[src/rtl/neuron_scheduler.sv]
// Time-multiplexed LIF neuron controller: one shared update datapath walks
// N_NEURONS virtual neurons in index order, one per cycle, per start pulse.
module neuron_scheduler #(
    parameter int                 N_NEURONS = 4,
    parameter int                 IDX_W     = 2,
    parameter logic signed [15:0] LEAK      = 16'sd1,
    parameter logic signed [15:0] VTH       = 16'sd30,
    parameter logic signed [15:0] RESET_V   = 16'sd0
) (
    input  logic                 clk,
    input  logic                 rst,
    input  logic                 start,
    input  logic [7:0]           a1,
    input  logic [7:0]           a2,
    input  logic                 cfg_we,
    input  logic [IDX_W-1:0]     cfg_addr,
    input  logic [7:0]           cfg_q1,
    input  logic [7:0]           cfg_q2,
    input  logic [7:0]           cfg_bias,
    input  logic [IDX_W-1:0]     rd_addr,
    output logic [15:0]          rd_vp,
    output logic                 busy,
    output logic                 done,
    output logic [N_NEURONS-1:0] spikes
);

    typedef enum logic [1:0] {IDLE, RUN, DONE} state_t;

    state_t state_reg, state_next;

    logic [IDX_W-1:0]     idx_reg;
    logic signed [7:0]    a1_reg, a2_reg;
    logic signed [7:0]    q1_reg   [N_NEURONS];
    logic signed [7:0]    q2_reg   [N_NEURONS];
    logic signed [7:0]    bias_reg [N_NEURONS];
    logic signed [15:0]   vp_reg   [N_NEURONS];
    logic [N_NEURONS-1:0] stage_reg, stage_next;
    logic [N_NEURONS-1:0] spikes_reg;
    logic [15:0]          rd_vp_reg;

    logic                 last_idx;
    logic signed [15:0]   cur_vp, prod1, prod2, sat_v, leak_v, vp_new;
    logic signed [17:0]   sum;
    logic                 fire;

    assign last_idx = (idx_reg == IDX_W'(N_NEURONS - 1));

    // State register
    always_ff @(posedge clk) begin
        if (rst) begin
            state_reg <= IDLE;
        end else begin
            state_reg <= state_next;
        end
    end

    always_comb begin
        state_next = state_reg;
        busy       = 1'b0;
        done       = 1'b0;
        case (state_reg)
            IDLE: begin
                if (start) state_next = RUN;
            end
            RUN: begin
                busy = 1'b1;
                if (last_idx) state_next = DONE;
            end
            DONE: begin
                busy       = 1'b1;
                done       = 1'b1;
                state_next = IDLE;
            end
            default: state_next = IDLE;
        endcase
    end

    // Update for the neuron selected by idx_reg; 18 bits cannot overflow here.
    always_comb begin
        cur_vp = vp_reg[idx_reg];
        prod1  = 16'(a1_reg) * 16'(q1_reg[idx_reg]);
        prod2  = 16'(a2_reg) * 16'(q2_reg[idx_reg]);
        sum    = 18'(cur_vp) + 18'(prod1) + 18'(prod2) + 18'(bias_reg[idx_reg]);
        if (sum > 18'sd32767) begin
            sat_v = 16'sh7fff;
        end else if (sum < -18'sd32768) begin
            sat_v = 16'sh8000;
        end else begin
            sat_v = sum[15:0];
        end
        leak_v = (sat_v > 16'sd0) ? (sat_v - LEAK) : sat_v;
        fire   = (leak_v > VTH);
        vp_new = fire ? RESET_V : leak_v;
    end

    // Staging vector with the current neuron's spike merged in, so the
    // last neuron's bit reaches spikes on the same edge that enters DONE.
    generate
        for (genvar gi = 0; gi < N_NEURONS; gi++) begin : g_stage
            assign stage_next[gi] = (idx_reg == IDX_W'(gi)) ? fire : stage_reg[gi];
        end
    endgenerate

    always_ff @(posedge clk) begin
        if (rst) begin
            idx_reg    <= '0;
            a1_reg     <= '0;
            a2_reg     <= '0;
            stage_reg  <= '0;
            spikes_reg <= '0;
            rd_vp_reg  <= '0;
            for (int i = 0; i < N_NEURONS; i++) begin
                q1_reg[i]   <= '0;
                q2_reg[i]   <= '0;
                bias_reg[i] <= '0;
                vp_reg[i]   <= '0;
            end
        end else begin
            rd_vp_reg <= vp_reg[rd_addr];
            if (state_reg == IDLE) begin
                if (cfg_we) begin
                    q1_reg[cfg_addr]   <= cfg_q1;
                    q2_reg[cfg_addr]   <= cfg_q2;
                    bias_reg[cfg_addr] <= cfg_bias;
                end
                if (start) begin
                    a1_reg  <= a1;
                    a2_reg  <= a2;
                    idx_reg <= '0;
                end
            end
            if (state_reg == RUN) begin
                vp_reg[idx_reg] <= vp_new;
                stage_reg       <= stage_next;
                idx_reg         <= idx_reg + 1'b1;
                if (last_idx) spikes_reg <= stage_next;
            end
        end
    end

    assign rd_vp  = rd_vp_reg;
    assign spikes = spikes_reg;

endmodule

[config.mk]
export PLATFORM = sky130hd
export DESIGN_NAME = neuron_scheduler
export DESIGN_NICKNAME = d
export VERILOG_FILES = /design/src/rtl/neuron_scheduler.sv
export SDC_FILE = /design/constraint.sdc
export NUM_CORES = 1
export LEC_CHECK = 0
export ABC_AREA = 1
export CORE_ASPECT_RATIO = 1.2
export CORE_MARGIN = 3
export CORE_UTILIZATION = 60
export DETAILED_ROUTE_END_ITERATION = 16
export HOLD_SLACK_MARGIN = 0.12
export PLACE_DENSITY = 0.81
export SLEW_MARGIN = 30
export SYNTH_ARGS = -nofsm -noshare
export SYNTH_HDL_FRONTEND = slang
export SYNTH_SLANG_ARGS = --single-unit
[constraint.sdc]
create_clock -name clk -period 13 [get_ports clk]
set_input_delay 2.6 -clock clk [delete_from_list [all_inputs] [get_ports clk]]
set_output_delay 2.6 -clock clk [all_outputs]
set_load 0.005 [all_outputs]
==> metrics.yaml <==
syn_to_final_growth_pct: 10.5
initial_utilization_pct: 62.0
max_freq_ghz: 0.0943
hpwl_mm: 31.1
crit_path_end_kind: "flip-flop"
ys_top_cells_by_count: "inv_1 (355), nand2_1 (347), nor2_1 (304), fa_1 (180), edfxtp_1 (160)"
die_h_um: 188
slew_violations: 0
muxShareOfSynthArea_pct: 0
drtPass1Iterations: 6
crit_fanout: 48
post-place-cells: 2259
synth_compound_area_share_pct: 6.70
insertedDiodeCount: 0
drive_gt1_share_pct: 4.84
synth_top_area_share_pct: 29.1
synthXorXnorAreaFrac_pct: 0.636
final_area_um2: 18300
tightest_slew_ps: 994
synth_area_leader_cell: "edfxtp_1"
cts_buffers: 22
required_ps: 13240
yosysSeqAreaShare_pct: 34.5
syn-num-nets: 2214
layout.nets: 2259
grt_max_degree: 66
worst-endpoint-arrival_ps: 10840
gr-usage-all-layers_pct: 29.3
die_area_um2: 29600
clock_latency_ps: 510
drt-initial-drc-count: 1191
synth_most_common_cell: "inv_1"
synth_async_sr_flop_share_pct: 0
synth_edf_count: 160
wirelength_mm: 41.8
dpl_cell_area_um2: 17500
min_period_ps: 10600
synth_ff_type: "edfxtp_1"
cts_hold_buf: 0
vias_per_cell: 5.60
ios: 70
cts_tree: "built"
grt_pass1_wl_mm: 68.1
hold_path_class: "reg2reg"
cp_slowest_cell: "dfxtp_2"
synthSimpleGateAreaFrac_pct: 20.3
fin_worst_skew_ps: 10.7
worstHoldStart: "stage_reg[2]$_SDFFE_PP0P_"
yosysWarnings: 0
grt_pass1_vias: 13400
clockBufferDepth: 3
ys_types: 41
clkTransAtPathRegs_ps: 70
whs_endpoint: "stage_reg[2]$_SDFFE_PP0P_"
overflow: 0
coreArea_um2: 26700
cts-root-buf: "clkbuf_16"
port_buffers: 69
tns_ps: 0
die_x_um: 158
post_cts_buffers: 0
drc_errors: 0
stdcell_count: 2298
yosys-top-cells-area: "edfxtp_1 (29%), fa_1 (22%), inv_1 (8.1%)"
cap_violations: 0
avgRoutedWirePerCell_um: 18.2
synth_top_family_by_area: "adder cells"
cts_max_level: 1
reg2reg_to: "vp_reg[2][3]$_SDFFCE_PN0P_"
max-slew-margin-rel_pct: 33.6
syn_inst: 1903
finalCritPeriodShare_pct: 81.5
avgSynthCellArea_um2: 8.69
cp_slowest_stage_delay_ps: 810
whs_path_depth: 2
place.gp.congestion: 0.931
worstSetupPathType: "reg2reg"
cts.sinks: 205
status: "finished, final reports clean"
setup_viol: 0
startpoint_type: "flip-flop"
antenna_found_initial: 0
num_vias: 12900
netlist_area_um2: 16500
postRouteAntennaNets: 0
critPathMostFrequentCell: "nand2_1"
largest_reg_flops: 64
final_util_pct: 68.5
ys_ff_latch: 205
ff2ff_setup_slack_ps: 2400
synthAdderAreaFrac_pct: 28.1
fill_cells: 1984
reg2reg_depth: 40
rows: 65
cts_resized: 0
finalHoldViolCount: 0
rsz0062_at_grt: "no"
cell type report:
cell class                 count  area [µm²]  area share (%)
multi-input combinational   1276        9240            50.6
sequential                   205        5710            31.2
inverter                     358        1340            7.35
timing repair buffer          85         811            4.44
tap                          335         419            2.29
clock inverter                11         139           0.760
clock buffer                  28         616            3.37
metrics by stage:
step | setup slack, ps | hold WS (ps)
after floorplan | 4000 | 426
after global placement | 2700 | 436
after detailed placement | 2390 | 443
after CTS | 2360 | 455
after global routing | 1500 | 475
final | 2400 | 457
metal layers:
metal	up-vias	GRT usage [%]	share of wire, %
li1	6031	-	-
met3	109	3.02	6.1
met2	522	53.3	54
met5	-	0	0
met1	6210	36.2	37
met4	0	9.65	3.2
cell usage in the layout, fill, tap and decap left out, drive strengths merged, types with 45 or more instances in the layout:
master and n:
inv 358, fa 180, a21oi 81, nor2 314, o21ai 83, dfxtp 45
ha 83, nand2 356, clkdlybuf4s50 69, nand3 87, edfxtp 160
worst max path at each step:
stage                    from                    endpoint  slack [ps]  depth (start not counted)
finish              flip-flop  vp_reg[2][3]$_SDFFCE_PN0P_        2400                         40
global route        flip-flop  vp_reg[2][2]$_SDFFCE_PN0P_        1500                         45
CTS                 flip-flop  vp_reg[2][3]$_SDFFCE_PN0P_        2360                         37
detailed placement  flip-flop  vp_reg[2][3]$_SDFFCE_PN0P_        2390                         37
global placement    flip-flop  vp_reg[2][2]$_SDFFCE_PN0P_        2700                         44
floorplan           flip-flop  vp_reg[0][7]$_SDFFCE_PN0P_        4000                         49
kinds of logic after synthesis:
family / count (synthesis)
and+or+nand+nor: 801
buffers and inverters: 422
adders and majority gates: 263
DFF: 205
AOI/OAI and AO/OA: 200
xor gates and xnor gates: 12
worst max-delay path, delay by kind of cell (launching register included):
family	cells	cell delay, ps
fa+ha+maj	9	4300
simple gates	22	3700
buf+inv	7	1090
flops	1	810
compound gates	2	410
Power is not shown: default switching activity piles up to over one toggle a cycle in this logic, so the estimate is an artifact.
==> RTL change: new RTL, config.mk and constraints unchanged <==
Set the parameter `N_NEURONS` to 8 (it was 4).
--- a/src/rtl/neuron_scheduler.sv
+++ b/src/rtl/neuron_scheduler.sv
@@ -1,7 +1,7 @@
 // Time-multiplexed LIF neuron controller: one shared update datapath walks
 // N_NEURONS virtual neurons in index order, one per cycle, per start pulse.
 module neuron_scheduler #(
-    parameter int                 N_NEURONS = 4,
+    parameter int                 N_NEURONS = 8,
     parameter int                 IDX_W     = 2,
     parameter logic signed [15:0] LEAK      = 16'sd1,
     parameter logic signed [15:0] VTH       = 16'sd30,
Interface: changed (resized spikes); port bits go from 70 to 74. The function was not compared with the original's and may differ.
==> RTL change against the original RTL <==
  * Setup slack improved by 0.19 ns
  * Routed wire length increased by 1.2%
  * Non-clock buffer count increased by 2
  * Synthesized cell count increased by 2.6%
  * Hold slack got worse by 0.0024 ns
  * Cell count increased by 3.9%
  * Critical path type unchanged
  * Design area increased by 1.5%
  * Synthesized area increased by 1.8%
  * Global-route usage decreased by 0.31 points
  * Sequential cell count increased by 7
  * Highest routed layer unchanged
Power is not shown: default switching activity piles up to over one toggle a cycle in this logic, so the estimate is an artifact.
==> RTL change: results <==
{
  "skew_ns": 0.0185,
  "viasPerCell": 5.50,
  "synth_seq_area_share": 0.347,
  "whs_path_depth": 2,
  "grt_first_pass_wirelength_um": 70000,
  "gr-usage-all-layers": 0.290,
  "largest_reg_flops": 64,
  "yosys_warnings": 0,
  "ctsHtreeMaxLevel": 1,
  "critPathSlowestCell": "fa_1",
  "yosysUniqueCellTypes": 39,
  "max-slew-margin-rel": 0.403,
  "clk_pin_slew_ns": 0.06,
  "fin_hold_ws_ns": 0.455,
  "yosys-top-cells-count": "nand2_1 (362), nor2_1 (350), inv_1 (336)",
  "cts_buffer_depth": 3,
  "min-delay-start": "spikes[4]",
  "arrival_ns": 10.75,
  "status": "completed",
  "antenna_found_initial": 0,
  "worstReg2RegEnd": "vp_reg[0][7]",
  "grt_pass1_vias": 13800,
  "synth_area_leaders": "edfxtp_1 (29%), fa_1 (21%), nand2_1 (8.1%)",
  "grt_max_degree": 63,
  "cts_root_buf": "clkbuf_16",
  "diodes": 0,
  "syn-num-nets": 2263,
  "hp-class": "register to register",
  "worst-path-max-fanout": 42,
  "post-cts-setup-buffers": 0,
  "path_delay_family": "adder cells",
  "slowest_delay_ns": 0.66,
  "async_flop_share": 0,
  "ctsResizeCount": 0,
  "insertion_delay_ns": 0.50,
  "gp_congestion": 0.973,
  "worst-r2r-cell-count": 44,
  "dr.pass1.iters": 6,
  "drtIter0Drc": 1172,
  "synth-edff-count": 160,
  "ys.flop_type": "edfxtp_1",
  "hold_end": "spikes[4]",
  "numCtsBuffers": 21,
  "r2r_slack_ns": 2.59,
  "dpl.hpwl_um": 31800,
  "drive_gt1_frac": 0.0541,
  "port_buffers": 73,
  "wirelength_um": 42300
}
-- RTL change: per-stage QoR --
stage                util  cells  setup WS (ns)  instance area, um2
floorplan               -   1952           4.15               16800
global placement    0.651   2350           2.70               17900
detailed placement  0.652   2350           2.42               17900
CTS                 0.676   2387           2.36               18500
global route        0.676   2387           1.84               18500
finish              0.676   2387           2.59               18500
-- RTL change: area by class of cell --
class | count | area, um2
tap | 374 | 468
fill | 2135 | 8870
clock buffer | 26 | 564
multi-input combinational | 1333 | 9430
inverter | 344 | 1290
sequential | 212 | 5850
timing repair buffer | 87 | 836
clock inverter | 11 | 104
-- RTL change: routing by layer --
metal	wire length, um	share of wire	GRT usage
met1	16500	0.39	0.363
met2	21900	0.52	0.531
met3	2540	0.060	0.0302
met4	1410	0.033	0.0923
met5	0	0	0
-- RTL change: logic make-up after synthesis --
| family | after synthesis | share of synthesized area |
|---|---|---|
| AO/OA/AOI/OAI | 195 | 0.0643 |
| XOR/XNOR | 15 | 0.00780 |
| adder cells (fa/ha/maj) | 263 | 0.276 |
| buffers and inverters | 407 | 0.0937 |
| flip-flops | 212 | 0.347 |
| AND/OR/NAND/NOR | 860 | 0.211 |
-- RTL change: worst reg2reg max path: cells and delay by family, from the launching register on --
kind            cells  cell delay, ns
flops               1            0.31
buf+inv             9            1.29
fa+ha+maj           9            4.32
simple gates       25            4.13
compound gates      1            0.21
-- RTL change: worst max path at each step --
stage	startpoint	endpoint	slack, ns	cells after the start
floorplan	register	vp_reg[3][5]	4.15	50
global placement	register	vp_reg[1][7]	2.70	34
detailed placement	register	vp_reg[0][7]	2.42	33
CTS	register	vp_reg[0][7]	2.36	35
global route	register	vp_reg[0][7]	1.84	44
finish	register	vp_reg[0][7]	2.59	44
